$ cat src/rtl/mem_ctrl_pkg.sv
// Purpose: shared encodings for the data_memory access controller (sizes, FSM states, port ids).
// Latency: n/a (types and pure functions only).
// Backpressure: n/a.
package mem_ctrl_pkg;

   localparam logic [1:0] SIZE_BYTE = 2'b00;
   localparam logic [1:0] SIZE_HALF = 2'b01;
   localparam logic [1:0] SIZE_WORD = 2'b11;

   localparam logic PORT_0 = 1'b0;
   localparam logic PORT_1 = 1'b1;

   typedef enum logic [2:0] {
      ST_IDLE,
      ST_RD,
      ST_WR,
      ST_RMW_RD,
      ST_RMW_WR,
      ST_ACK
   } state_t;

   // One latched request; size 2'b10 is carried as-is and treated as a word downstream.
   typedef struct packed {
      logic        we;
      logic [1:0]  size;
      logic [31:0] addr;
      logic [31:0] wdata;
   } req_t;

   // Byte accesses are never misaligned; half needs addr[0]=0; word (and 2'b10) needs addr[1:0]=0.
   function automatic logic is_misaligned(input logic [1:0] size, input logic [1:0] offset);
      case (size)
         SIZE_BYTE: is_misaligned = 1'b0;
         SIZE_HALF: is_misaligned = offset[0];
         default:   is_misaligned = |offset;
      endcase
   endfunction

   function automatic logic is_subword(input logic [1:0] size);
      is_subword = (size == SIZE_BYTE) || (size == SIZE_HALF);
   endfunction

endpackage

$ cat src/rtl/mem_lane_unit.sv
// Purpose: sub-word lane extract (loads) and lane merge (stores) on a 32-bit memory word.
// Latency: purely combinational.
// Backpressure: none; outputs follow inputs.
// Ports: word = old memory word, addr_lo = byte offset, size = access size, wdata = right-aligned
//        store data; load_data = right-aligned zero-extended lane, merged_word = word with lane replaced.
module mem_lane_unit
   import mem_ctrl_pkg::*;
#(
   parameter bit BIG_ENDIAN = 1'b1
) (
   input  logic [31:0] word,
   input  logic [1:0]  addr_lo,
   input  logic [1:0]  size,
   input  logic [31:0] wdata,
   output logic [31:0] load_data,
   output logic [31:0] merged_word
);

   logic [1:0] byte_lane;
   logic       half_lane;
   logic [4:0] byte_shift;
   logic [4:0] half_shift;

   always_comb begin
      // Lane numbers count from bit 0; big-endian puts offset 0 in the top lane.
      byte_lane  = BIG_ENDIAN ? ~addr_lo : addr_lo;
      half_lane  = BIG_ENDIAN ? ~addr_lo[1] : addr_lo[1];
      byte_shift = {byte_lane, 3'b000};
      half_shift = {half_lane, 4'b0000};

      case (size)
         SIZE_BYTE: begin
            load_data   = (word >> byte_shift) & 32'h0000_00FF;
            merged_word = (word & ~(32'h0000_00FF << byte_shift))
                        | ({24'h0, wdata[7:0]} << byte_shift);
         end
         SIZE_HALF: begin
            load_data   = (word >> half_shift) & 32'h0000_FFFF;
            merged_word = (word & ~(32'h0000_FFFF << half_shift))
                        | ({16'h0, wdata[15:0]} << half_shift);
         end
         default: begin
            load_data   = word;
            merged_word = wdata;
         end
      endcase
   end

endmodule

$ cat src/rtl/data_mem_access_ctrl.sv
// Purpose: arbitrates two requesters onto one word-only data_memory port; byte/half via RMW or extract.
// Latency: req-sample edge to ack cycle = 2 (load, word store), 3 (sub-word store), 1 (misaligned).
// Backpressure: one transaction in flight; the losing port holds req with ack low until it is served.
// Ports: clock, reset (async, active-high);
//        p0_*/p1_*: req/we/size/addr/wdata in, rdata/ack/err out (rdata/err held until next ack);
//        mem_*: word-aligned addr, wdata, re, we, size (always word) out; combinational rdata in.
module data_mem_access_ctrl
   import mem_ctrl_pkg::*;
#(
   parameter bit FIXED_PRIORITY = 1'b1,
   parameter bit BIG_ENDIAN     = 1'b1
) (
   input  logic        clock,
   input  logic        reset,

   input  logic        p0_req_in,
   input  logic        p0_we_in,
   input  logic [1:0]  p0_size_in,
   input  logic [31:0] p0_addr_in,
   input  logic [31:0] p0_wdata_in,
   output logic [31:0] p0_rdata_out,
   output logic        p0_ack_out,
   output logic        p0_err_out,

   input  logic        p1_req_in,
   input  logic        p1_we_in,
   input  logic [1:0]  p1_size_in,
   input  logic [31:0] p1_addr_in,
   input  logic [31:0] p1_wdata_in,
   output logic [31:0] p1_rdata_out,
   output logic        p1_ack_out,
   output logic        p1_err_out,

   output logic [31:0] mem_addr_out,
   output logic [31:0] mem_wdata_out,
   output logic        mem_re_out,
   output logic        mem_we_out,
   output logic [1:0]  mem_size_out,
   input  logic [31:0] mem_rdata_in
);

   state_t      state_q;
   state_t      state_d;

   req_t        req_q;
   logic        gnt_q;
   logic        last_grant_q;
   logic [31:0] merged_q;

   logic        grant_vld;
   logic        grant_id;
   req_t        win_req;
   logic        win_misaligned;

   logic [31:0] lane_load;
   logic [31:0] lane_merged;

   logic        upd_vld;
   logic        upd_id;
   logic [31:0] upd_rdata;
   logic        upd_err;

   logic [31:0] p0_rdata_q;
   logic        p0_err_q;
   logic [31:0] p1_rdata_q;
   logic        p1_err_q;

   // ------------------------------------------------------------------
   // Arbitration on the raw req inputs; only consumed while in IDLE.
   // ------------------------------------------------------------------
   always_comb begin
      grant_vld = p0_req_in | p1_req_in;
      if (p0_req_in && p1_req_in) begin
         // Round-robin tie goes to whichever port was not granted last time.
         grant_id = FIXED_PRIORITY ? PORT_0 : ~last_grant_q;
      end else begin
         grant_id = p1_req_in ? PORT_1 : PORT_0;
      end

      if (grant_id == PORT_1) begin
         win_req = '{we: p1_we_in, size: p1_size_in, addr: p1_addr_in, wdata: p1_wdata_in};
      end else begin
         win_req = '{we: p0_we_in, size: p0_size_in, addr: p0_addr_in, wdata: p0_wdata_in};
      end
      win_misaligned = is_misaligned(win_req.size, win_req.addr[1:0]);
   end

   // ------------------------------------------------------------------
   // FSM: state register
   // ------------------------------------------------------------------
   always_ff @(posedge clock or posedge reset) begin
      if (reset) begin
         state_q <= ST_IDLE;
      end else begin
         state_q <= state_d;
      end
   end

   // ------------------------------------------------------------------
   // FSM: next state
   // ------------------------------------------------------------------
   always_comb begin
      state_d = state_q;
      case (state_q)
         ST_IDLE: begin
            if (grant_vld) begin
               if (win_misaligned) begin
                  state_d = ST_ACK;
               end else if (!win_req.we) begin
                  state_d = ST_RD;
               end else if (is_subword(win_req.size)) begin
                  state_d = ST_RMW_RD;
               end else begin
                  state_d = ST_WR;
               end
            end
         end
         ST_RD:     state_d = ST_ACK;
         ST_WR:     state_d = ST_ACK;
         ST_RMW_RD: state_d = ST_RMW_WR;
         ST_RMW_WR: state_d = ST_ACK;
         ST_ACK:    state_d = ST_IDLE;
         default:   state_d = ST_IDLE;
      endcase
   end

   // ------------------------------------------------------------------
   // FSM: outputs
   // ------------------------------------------------------------------
   always_comb begin
      mem_re_out    = 1'b0;
      mem_we_out    = 1'b0;
      mem_wdata_out = '0;
      p0_ack_out    = 1'b0;
      p1_ack_out    = 1'b0;
      case (state_q)
         ST_RD:     mem_re_out = 1'b1;
         ST_RMW_RD: mem_re_out = 1'b1;
         ST_WR: begin
            mem_we_out    = 1'b1;
            mem_wdata_out = req_q.wdata;
         end
         ST_RMW_WR: begin
            mem_we_out    = 1'b1;
            mem_wdata_out = merged_q;
         end
         ST_ACK: begin
            p0_ack_out = (gnt_q == PORT_0);
            p1_ack_out = (gnt_q == PORT_1);
         end
         default: ;
      endcase
   end

   assign mem_addr_out = {req_q.addr[31:2], 2'b00};
   assign mem_size_out = SIZE_WORD;

   // ------------------------------------------------------------------
   // Lane extract / merge against the live memory read data
   // ------------------------------------------------------------------
   mem_lane_unit #(
      .BIG_ENDIAN (BIG_ENDIAN)
   ) u_lane (
      .word        (mem_rdata_in),
      .addr_lo     (req_q.addr[1:0]),
      .size        (req_q.size),
      .wdata       (req_q.wdata),
      .load_data   (lane_load),
      .merged_word (lane_merged)
   );

   // ------------------------------------------------------------------
   // Request latch, grant history and RMW merge buffer
   // ------------------------------------------------------------------
   always_ff @(posedge clock or posedge reset) begin
      if (reset) begin
         req_q        <= '0;
         gnt_q        <= PORT_0;
         last_grant_q <= PORT_1;
         merged_q     <= '0;
      end else begin
         if (state_q == ST_IDLE && grant_vld) begin
            req_q        <= win_req;
            gnt_q        <= grant_id;
            last_grant_q <= grant_id;
         end
         if (state_q == ST_RMW_RD) begin
            merged_q <= lane_merged;
         end
      end
   end

   // ------------------------------------------------------------------
   // Per-port result registers, loaded on the edge that enters ACK so
   // they change together with the ack pulse and hold afterwards.
   // ------------------------------------------------------------------
   always_comb begin
      upd_vld   = 1'b0;
      upd_id    = gnt_q;
      upd_rdata = '0;
      upd_err   = 1'b0;
      case (state_q)
         ST_IDLE: begin
            if (grant_vld && win_misaligned) begin
               upd_vld = 1'b1;
               upd_id  = grant_id;
               upd_err = 1'b1;
            end
         end
         ST_RD: begin
            upd_vld   = 1'b1;
            upd_rdata = lane_load;
         end
         ST_WR, ST_RMW_WR: upd_vld = 1'b1;
         default: ;
      endcase
   end

   always_ff @(posedge clock or posedge reset) begin
      if (reset) begin
         p0_rdata_q <= '0;
         p0_err_q   <= 1'b0;
         p1_rdata_q <= '0;
         p1_err_q   <= 1'b0;
      end else if (upd_vld) begin
         if (upd_id == PORT_0) begin
            p0_rdata_q <= upd_rdata;
            p0_err_q   <= upd_err;
         end else begin
            p1_rdata_q <= upd_rdata;
            p1_err_q   <= upd_err;
         end
      end
   end

   assign p0_rdata_out = p0_rdata_q;
   assign p0_err_out   = p0_err_q;
   assign p1_rdata_out = p1_rdata_q;
   assign p1_err_out   = p1_err_q;

endmodule

$ cat config.mk
export PLATFORM = sky130hd
export DESIGN_NAME = data_mem_access_ctrl
export DESIGN_NICKNAME = d
export VERILOG_FILES = /design/src/rtl/mem_ctrl_pkg.sv /design/src/rtl/mem_lane_unit.sv /design/src/rtl/data_mem_access_ctrl.sv
export SDC_FILE = /design/constraint.sdc
export NUM_CORES = 1
export LEC_CHECK = 0
export BUFFER_PORTS_ARGS = -buffer_cell sky130_fd_sc_hd__buf_2
export CAP_MARGIN = 20
export CORE_ASPECT_RATIO = 0.7
export CORE_UTILIZATION = 56
export DETAILED_ROUTE_END_ITERATION = 12
export HOLD_SLACK_MARGIN = 0.02
export PLACE_DENSITY = 0.87
export SYNTH_ARGS = -nofsm -noshare
export SYNTH_HDL_FRONTEND = slang
export SYNTH_HIERARCHICAL = 1
export SYNTH_SLANG_ARGS = --single-unit
$ cat constraint.sdc
create_clock -name clock -period 11.8 [get_ports clock]
set_clock_uncertainty 0.05 [all_clocks]
set_input_delay 0 -clock clock [delete_from_list [all_inputs] [get_ports clock]]
set_output_delay 0 -clock clock [all_outputs]
set_load 0.02 [all_outputs]
==> impl_metrics.csv <==
group,metric,value,unit
outcome,status,"finished, final reports clean",
sta,fin_crit,2.97,ns
critical_path,critPathArrivalTime,3.28,ns
sta,fmax,0.337,GHz
synthesis,yosys.area_share.xor_xnor,0.0929,%
route,dr.pass1.iters,7,
synthesis,synth_mux_area_share,17.5,%
clocking,insertion_delay,0.44,ns
synthesis,synth_top_family_by_area,"compound AO/OA/AOI/OAI gates",
route,drc_errors,0,
synthesis,synthArstFlopShare,100,%
placed_design,portBuffers,301,
critical_path,timing.rr.start,"req_q[33]",
power_and_ir_drop,internal_power,0.00172,W
synthesis,ys_types,49,
synthesis,yosys.area.top_type,"dfrtp_1",
power_and_ir_drop,power_switching,0.00149,W
synthesis,ys.flop_type,"dfrtp_1",
critical_path,r2r_slack,9.31,ns
placed_design,place_congestion,0.984,
sta,final-setup-viol-count,0,
placed_design,post-place-ws,9.27,ns
route,ant_nets,0,
global_route,grt_pass1_wl,48700,um
global_route,overflow,0,
critical_path,cp_num_buf_inv,5,
route,drt_iter0_drc,1217,
layout,area_growth,36.7,%
min_path,holdPathStages,4,
synthesis,yosys_register_bits,168,
power_and_ir_drop,vdd_drop_max,0.173,mV
route,num_vias,9260,
synthesis,synth_top_area_share,44.6,%
clocking,clk_path_buf_depth,2,
clocking,cts_tree,"built",
sta,finalCritPeriodShare,25.1,%
global_route,grt_util_all_layers,36.5,%
critical_path,worstReg2RegEnd,"merged_q[9]",
critical_path,worst_setup_path_end_kind,"register",
critical_path,startpoint_type,"input port",
floorplanning,rows,39,
power_and_ir_drop,swShare,46.4,%
synthesis,syn_avg_cell_area,10.2,um^2
placed_design,dp_hpwl,19000,um
layout,drive_gt1_share,32.7,%
clocking,numCtsBuffers,17,
clocking,cts_root_buf,"clkbuf_16",
sta,tightest_slew,1.03,ns
sta,relSlewSlack,31.0,%
floorplanning,die_area,0.0174,mm^2
route,avgViaCountPerCell,5.98,
route,wl_per_cell,20.2,um
min_path,min_to,"p1_rdata_out[26]",
critical_path,worst-setup-path-type,"in -> reg",
critical_path,r2r_cells,5,
layout,n_antenna_cell,0,
synthesis,synth-compound-area-share,18.4,%
critical_path,critPathTopFamily,"buffers and inverters",
synthesis,synth_fa_ha_area_share,0,%
clocking,postCtsResizedCells,0,
clocking,clk_pin_slew,0.07,ns
floorplanning,fp.dieW,157,um
synthesis,synth_seq_area_share,44.6,%
power_and_ir_drop,clkPwrFrac,17.0,%
synthesis,yosysWarnings,6,
global_route,first_global_vias,9246,
clocking,cts_sinks,168,
synthesis,netlist_area,0.00943,mm^2
synthesis,synthTopCellsByArea,"dfrtp_1 45%, mux2i_1 11%, nand2_1 7.2%",
synthesis,synth-edff-count,0,
sta,setup_tns,0,ns
route,wl,31300,um
critical_path,slowest_delay,0.61,ns
critical_path,required,12.12,ns
power_and_ir_drop,power_frac_seq,33.1,%
layout,fin_nets,1480,
sta,rsz0062_at_grt,"false",
synthesis,synthSimpleGateAreaFrac,11.4,%
power_and_ir_drop,power.density,249,mW/mm^2
synthesis,syn-instance-count,923,
global_route,antenna_found_initial,0,
floorplanning,num_io_pins,306,
power_and_ir_drop,p_comb_share,49.9,%
global_route,grt_max_degree,110,
synthesis,yosys.cell_count.top_type,"nand2_1",
floorplanning,start_util,57.5,%
clocking,htree_levels,4,
critical_path,path_cells,"dlygate4sd3_1 > buf_2 > nand2b_4 > nand3_1 > dlygate4sd3_1 > o311ai_2 > dlygate4sd3_1 > nor3_1 > dlygate4sd3_1",
power_and_ir_drop,leakage,6.47,nW
critical_path,cp_common_cell,"dlygate4sd3_1",
sta,worst_slack,8.83,ns
sta,drv_slew,0,
sta,hold_viol,0,
synthesis,synthTopCellsByCount,"181 x nand2_1, 168 x dfrtp_1, 102 x mux2i_1",
min_path,min_from,"mem_rdata_in[26]",
floorplanning,core_area,0.0164,mm^2
sta,whs,0.0462,ns
critical_path,cp_max_fo,16,
placed_design,dpl-instance-area,0.0106,mm^2
flow_run,drv_cap,0,
power_and_ir_drop,power.total,0.00321,W
floorplanning,die_y,111,um
layout,fin_area,0.0129,mm^2
critical_path,cpMaxStageDelayCell,"dlygate4sd3_1",
min_path,hp-class,"in -> reg",
-- worst min-delay path, delay by kind of cell --
kind | cells | cell delay (ns)
simple gates | 2 | 0.28
buf+inv | 1 | 0.15
compound gates | 1 | 0.07
-- how the worst max path moves through the flow --
stage                    from               to  slack, ns  depth (start not counted)
floorplan               reset            gnt_q       7.20                          1
global placement    req_q[65]     merged_q[30]       9.35                          4
detailed placement  req_q[64]  p1_rdata_out[7]       9.27                          5
CTS                 p0_req_in       state_q[1]       8.95                          9
global route        p0_req_in       state_q[1]       8.78                          9
finish              p0_req_in       state_q[1]       8.83                          9
-- sequential cells by signal (all words and copies together) (netlist names) --
name	count
p0_err_out	1
p0_rdata_out	32
merged_q	32
gnt_q	1
p1_err_out	1
p1_rdata_out	32
state_q	3
req_q	36
mem_addr_out	30
-- logic make-up after synthesis --
kind of cell           Yosys count
XOR/XNOR                         1
other                            2
AO/OA/AOI/OAI                  240
flip-flops                     168
AND/OR/NAND/NOR                246
multiplexers                   150
buffers and inverters          116
-- placed cells by master (no fill, tap or decap), types with 10 or more instances in the layout --
| cell | n |
|---|---|
| buf_2 | 301 |
| nand2_1 | 181 |
| dfrtp_1 | 167 |
| dlygate4sd3_1 | 161 |
| mux2i_1 | 102 |
| o21ai_0 | 72 |
| a22o_1 | 48 |
| o22ai_1 | 32 |
| mux2_2 | 32 |
| nor2_1 | 21 |
| o21ai_2 | 17 |
| clkbuf_16 | 17 |
| o21ai_1 | 16 |
| and2_1 | 16 |
| buf_4 | 13 |
| o32ai_1 | 11 |
| o221ai_2 | 10 |
| a22oi_1 | 10 |
-- per-stage QoR --
step	std cells	utilization [%]
CTS	1545	78.2
floorplan	925	-
global placement	1352	64.8
finish	1548	78.6
detailed placement	1352	64.8
global route	1548	78.6
-- cell type report --
class	instances	area, um^2
clock inverter	15	153
inverter	4	20.0
sequential	168	4210
multi-input combinational	641	4520
clock buffer	17	425
fill	1022	3510
timing repair buffer	478	3290
tap	225	282
-- power groups by stage --
stage               Combinational (W)  Clock [W]  Sequential [W]
detailed placement            0.00147          0         0.00106
global placement              0.00143          0         0.00104
global route                  0.00172   0.000575         0.00108
CTS                           0.00154   0.000552         0.00104
floorplan                     0.00112          0         0.00107
finish                        0.00160   0.000545         0.00106
-- metal layers --
metal	up-vias	track usage [%]	share of wire [%]
met5	-	0	0
met4	0	18.1	4.7
met3	162	12.0	12
met2	669	57.2	46
met1	4369	45.2	38
li1	4060	-	-
-- what timing repair did --
action	in CTS	in global routing
hold endpoints to repair	192	0
setup buffers	0	0
hold buffers	161	0
Note: power is estimated with default switching activity, not from simulation.
